===== src/rtl/serial_subtractor.sv =====
// Bit-serial subtractor: one bit per clock, LSB first, with registered result/borrow.
// Optional modular correction (add Q when a < b) enabled by defining SERIAL_SUB_MOD_CORRECT_EN.
module serial_subtractor #(
    parameter int WIDTH = 16,
    parameter int Q     = 12289
) (
    input  logic             clk,
    input  logic             rst,
    input  logic             start,
    input  logic [WIDTH-1:0] a,
    input  logic [WIDTH-1:0] b,
    output logic             busy,
    output logic             done,
    output logic [WIDTH-1:0] diff,
    output logic             borrow
);

    localparam int CW = (WIDTH > 2) ? $clog2(WIDTH) : 1;
    localparam logic [CW-1:0] LAST_BIT = CW'(WIDTH - 1);

    if (WIDTH < 2 || WIDTH > 32) begin : g_bad_width
        $error("serial_subtractor: WIDTH must be in 2..32");
    end
    if (longint'(Q) >= (longint'(1) << WIDTH)) begin : g_bad_q
        $error("serial_subtractor: Q must be below 2**WIDTH");
    end

`ifdef SERIAL_SUB_MOD_CORRECT_EN
    typedef enum logic [1:0] {IDLE, SUB, CORR, DONE} state_t;
    localparam logic [WIDTH-1:0] Q_VAL = WIDTH'(Q);
`else
    typedef enum logic [1:0] {IDLE, SUB, DONE} state_t;
`endif

    state_t           state;
    logic [CW-1:0]    cnt;
    logic [WIDTH-1:0] a_sh;
    logic [WIDTH-1:0] b_sh;
    logic [WIDTH-1:0] r_sh;
    logic             br;
    logic             d_bit;
    logic             br_next;
    logic             last_bit;

    assign d_bit    = a_sh[0] ^ b_sh[0] ^ br;
    assign br_next  = (~a_sh[0] & b_sh[0]) | (~(a_sh[0] ^ b_sh[0]) & br);
    assign last_bit = (cnt == LAST_BIT);

`ifdef SERIAL_SUB_MOD_CORRECT_EN
    // During CORR, a_sh is reused to stream Q into the serial adder.
    logic cy;
    logic s_bit;
    logic cy_next;

    assign s_bit   = r_sh[0] ^ a_sh[0] ^ cy;
    assign cy_next = (r_sh[0] & a_sh[0]) | (cy & (r_sh[0] ^ a_sh[0]));
`endif

    always_ff @(posedge clk) begin
        if (rst) begin
            state  <= IDLE;
            cnt    <= '0;
            a_sh   <= '0;
            b_sh   <= '0;
            r_sh   <= '0;
            br     <= 1'b0;
            busy   <= 1'b0;
            done   <= 1'b0;
            diff   <= '0;
            borrow <= 1'b0;
`ifdef SERIAL_SUB_MOD_CORRECT_EN
            cy     <= 1'b0;
`endif
        end else begin
            done <= 1'b0;
            case (state)
                IDLE: begin
                    if (start) begin
                        a_sh  <= a;
                        b_sh  <= b;
                        br    <= 1'b0;
                        cnt   <= '0;
                        busy  <= 1'b1;
                        state <= SUB;
                    end
                end
                SUB: begin
                    a_sh <= a_sh >> 1;
                    b_sh <= b_sh >> 1;
                    r_sh <= {d_bit, r_sh[WIDTH-1:1]};
                    br   <= br_next;
                    if (last_bit) begin
                        cnt <= '0;
`ifdef SERIAL_SUB_MOD_CORRECT_EN
                        if (br_next) begin
                            a_sh  <= Q_VAL;
                            cy    <= 1'b0;
                            state <= CORR;
                        end else begin
                            state <= DONE;
                        end
`else
                        state <= DONE;
`endif
                    end else begin
                        cnt <= cnt + 1'b1;
                    end
                end
`ifdef SERIAL_SUB_MOD_CORRECT_EN
                CORR: begin
                    a_sh <= a_sh >> 1;
                    r_sh <= {s_bit, r_sh[WIDTH-1:1]};
                    cy   <= cy_next;
                    if (last_bit) begin
                        cnt   <= '0;
                        state <= DONE;
                    end else begin
                        cnt <= cnt + 1'b1;
                    end
                end
`endif
                DONE: begin
                    diff   <= r_sh;
                    borrow <= br;
                    done   <= 1'b1;
                    busy   <= 1'b0;
                    state  <= IDLE;
                end
                default: state <= IDLE;
            endcase
        end
    end

endmodule

===== config.mk =====
export PLATFORM = sky130hd
export DESIGN_NAME = serial_subtractor
export DESIGN_NICKNAME = d
export VERILOG_FILES = /design/src/rtl/serial_subtractor.sv
export SDC_FILE = /design/constraint.sdc
export NUM_CORES = 1
export LEC_CHECK = 0
export CORE_MARGIN = 2
export CORE_UTILIZATION = 52
export DETAILED_ROUTE_END_ITERATION = 8
export GPL_ROUTABILITY_DRIVEN = 0
export GPL_TIMING_DRIVEN = 0
export PLACE_DENSITY = 0.86
export SETUP_SLACK_MARGIN = 0.2
export SYNTH_ARGS = -nofsm -noshare
export SYNTH_HDL_FRONTEND = slang
export SYNTH_SLANG_ARGS = --single-unit

===== constraint.sdc =====
create_clock -name clk -period 1.74 [get_ports clk]
set_input_delay 0.348 -clock clk [delete_from_list [all_inputs] [get_ports clk]]
set_output_delay 0.348 -clock clk [all_outputs]
set_load 0.1 [all_outputs]

==> metrics.txt <==
cell family contributing the most delay on the critical path=buffers and inverters; most common cell after layout, fill and taps aside=sky130_fd_sc_hd__nand2_1; total number of H-tree levels=3; total via count after detailed routing=2718; Slew @ Worst Pin=0.715 ns; number of warnings printed during yosys synthesis=0; FF+latch count, synth=74; vias per cell=5.38; floorplan die area=6480 µm²; max-slew violation count=0; Yosys cell types=32; post-layout instance area=3770 µm²; fin nets=465; drt drc=0; instance area after placement=3660 µm²; adder-cell area share of the yosys netlist=1.07%; upper clock frequency limit=675 MHz; io pins=54; commonest cells after routing, fill and taps aside=sky130_fd_sc_hd__nand2_1 (102), sky130_fd_sc_hd__dfxtp_1 (73), sky130_fd_sc_hd__a21oi_1 (66); number of sinks handled by clock tree synthesis=74; kind of path behind the tightest hold check=reg -> reg; compound-gate portion of the synthesized area=25.1%; average wire per cell in the routed design=14.4 µm; class of the most critical setup path=reg -> out; number of endpoints with negative hold slack in the final report=0; Reg2Reg Capture Point=b_sh[0]; Clk Tree Root Cell=sky130_fd_sc_hd__clkbuf_8; sequential cell area fraction in the yosys report=48.7%; worst reg2reg setup slack=0.30 ns; Slew HR=52.3%; ratio of cells with drive above 1 in the final layout=20.8%; number of buffers created by CTS=9; post-route worst hold slack=0.455 ns; Post-Synthesis Cell Area=3040 µm²; start of the worst register-to-register path=state[0]; nets in the synthesized netlist=401; Clk Latency, worst-skew pair=0.35 ns; Clk pin slew, worst setup/hold paths=0.09 ns; Worst EP required=1.39 ns; average cell area after synthesis=8.36 µm²; number of iterations in the first detailed-routing pass=4; Post-Syn Instances=364; Post-CTS Hold Fix Bufs=0; startpoint class of the critical path=register; site row count=27; global-route wire length before repair=12200 µm; Bufs on Longest Clock Path=2; routed wire length=7280 µm; CTS tree=built; core outline area=5570 µm²; XOR/XNOR Fraction of Synth Area=0%; Worst Hold End=diff[6]; worst setup slack after placement=-0.261 ns; post-synthesis to final-layout area growth=23.8%; chip height=80.5 µm; signal arrival time at the worst endpoint=1.13 ns; dominant combinational cell family by area after synthesis=compound AO/OA/AOI/OAI gates; initial antenna violation count=0; detailed placement HPWL=4950 µm; worst-path fanout max=2; remaining global-route overflow=0; pin count of the biggest net entering global routing=15; Horiz. Die Dim=80.5 µm; share of synthesized cell area in and, or, nand and nor gates=19.8%; setup repair bufs after CTS=0; areal power density over the cells=931 nW/µm²; worst setup margin=0.259 ns; multiplexer area fraction after synthesis=0%; RSZ-0062 raised after global routing=no; vias in the first global route=2646; Post-Route Skew=0.00800 ns; Critical Path Max Stage Delay=0.43 ns; result of the run=complete, no violations; antenna viol nets, final=0; Worst VDD drop=0.555 mV; worst r2r path cells=5; GRT Resource Usage Total=24.6%; series of cell instances along the critical path=buf_2; max-cap check violation count=0; count of routing violations after the opening detailed-route iteration=169; minimum clock period=1.48 ns; count of buffers inserted at the top-level ports=53; antenna diode count=0; static leakage power=1.47 nW; final period utilization=85.1%; hold_sp=diff[6]; Hold Crit Depth=2; Buf+Inv Stages, Crit Path=1; setup violators final=0; Initial Util=54.6%; endpoint type of the worst setup path=output pin; cell with the largest stage delay on the worst path=sky130_fd_sc_hd__buf_2
state kept, by name (all words and copies together), names as in the netlist:
| signal | flops |
|---|---|
| a_sh | 16 |
| diff | 16 |
| done | 1 |
| br | 1 |
| cnt | 4 |
| state | 2 |
| borrow | 1 |
| r_sh | 16 |
| b_sh | 16 |
| busy | 1 |
stage by stage:
step / total power [mW] / cells / utilization [%] / TNS, ns
5_1_grt: 3.66 / 505 / 67.6 / 0
4_1_cts: 3.52 / 505 / 67.4 / 0
3_3_place_gp: 2.32 / 489 / 65.7 / -8.07
3_5_place_dp: 2.34 / 489 / 65.7 / -8.36
2_1_floorplan: 2.17 / 364 / - / 0
6_report: 3.51 / 505 / 67.6 / 0
area by class of cell:
type	instances	area [µm²]
repair buffers	53	440
plain buffers	29	164
flip-flops and latches	74	1480
fillers	451	1810
well taps	72	90.1
clock inverters	7	52.6
multi-input cells	259	1410
inverters	2	7.51
clock buffers	9	124
cells by family (layout without fill, tap and decap cells):
family                   Yosys count  count (layout)
AO/OA/AOI/OAI                    106             106
AND/OR/NAND/NOR                  151             151
adder cells (fa/ha/maj)            2               2
buffers and inverters             31             100
flip-flops                        74              74
synth_stat cells:
cell	count	area, µm²
sky130_fd_sc_hd__clkbuf_1	6	22.5
sky130_fd_sc_hd__nand3_1	2	10.0
sky130_fd_sc_hd__o21bai_2	1	11.3
sky130_fd_sc_hd__nor3_1	3	15.0
sky130_fd_sc_hd__and2b_1	1	7.51
sky130_fd_sc_hd__a22oi_1	2	15.0
sky130_fd_sc_hd__nor2_1	33	124
sky130_fd_sc_hd__o21ba_2	1	10.0
sky130_fd_sc_hd__a211oi_2	25	313
sky130_fd_sc_hd__or3_1	1	6.26
sky130_fd_sc_hd__a21oi_1	66	330
sky130_fd_sc_hd__fa_1	1	20.0
sky130_fd_sc_hd__o31ai_1	1	7.51
sky130_fd_sc_hd__ha_1	1	12.5
sky130_fd_sc_hd__a31oi_1	1	6.26
sky130_fd_sc_hd__nand2b_1	2	12.5
sky130_fd_sc_hd__dfxtp_1	74	1480
sky130_fd_sc_hd__nand3b_1	1	7.51
sky130_fd_sc_hd__o211a_1	1	10.0
sky130_fd_sc_hd__a311oi_1	1	8.76
sky130_fd_sc_hd__o22ai_1	2	12.5
sky130_fd_sc_hd__buf_2	16	80.1
sky130_fd_sc_hd__buf_1	2	7.51
sky130_fd_sc_hd__nand4_1	1	6.26
sky130_fd_sc_hd__buf_4	3	22.5
sky130_fd_sc_hd__buf_6	2	22.5
sky130_fd_sc_hd__nor2b_1	4	25.0
sky130_fd_sc_hd__a221oi_1	1	8.76
sky130_fd_sc_hd__or2_2	1	6.26
sky130_fd_sc_hd__inv_1	2	7.51
sky130_fd_sc_hd__a211oi_1	4	30.0
sky130_fd_sc_hd__nand2_1	102	383
metal layers:
metal / vias to the layer above / part of all wire, % / GRT usage, % / wire length [µm]
li1: 1358 / - / - / -
met1: 1281 / 43 / 30.4 / 3120
met2: 72 / 51 / 42.0 / 3720
met3: 7 / 4.9 / 5.39 / 354
met4: 0 / 1.2 / 8.64 / 86
met5: - / 0 / 0 / 0
timing repair:
item	4_1_cts	5_1_grt
gates resized for setup	96	11
endpoints found under the setup margin	39	46
pin swaps	0	1
where the power goes:
| group | switching, mW | total [mW] | internal, mW |
|---|---|---|---|
| sequential | 0.0482 | 1.82 | 1.77 |
| combinational | 0.278 | 0.490 | 0.212 |
| clock | 0.676 | 1.20 | 0.523 |
worst max-delay path by stage:
stage / slack, ns / startpoint / endpoint / depth (start not counted)
6_report: 0.26 / borrow / borrow / 1
5_1_grt: 0.21 / diff[11] / diff[11] / 1
4_1_cts: 0.11 / diff[11] / diff[11] / 1
3_5_place_dp: -0.26 / rst / b_sh[6] / 4
3_3_place_gp: -0.22 / rst / b_sh[8] / 4
2_1_floorplan: 0.47 / busy / busy / 0
No activity file was read; power rests on OpenSTA's default activity.
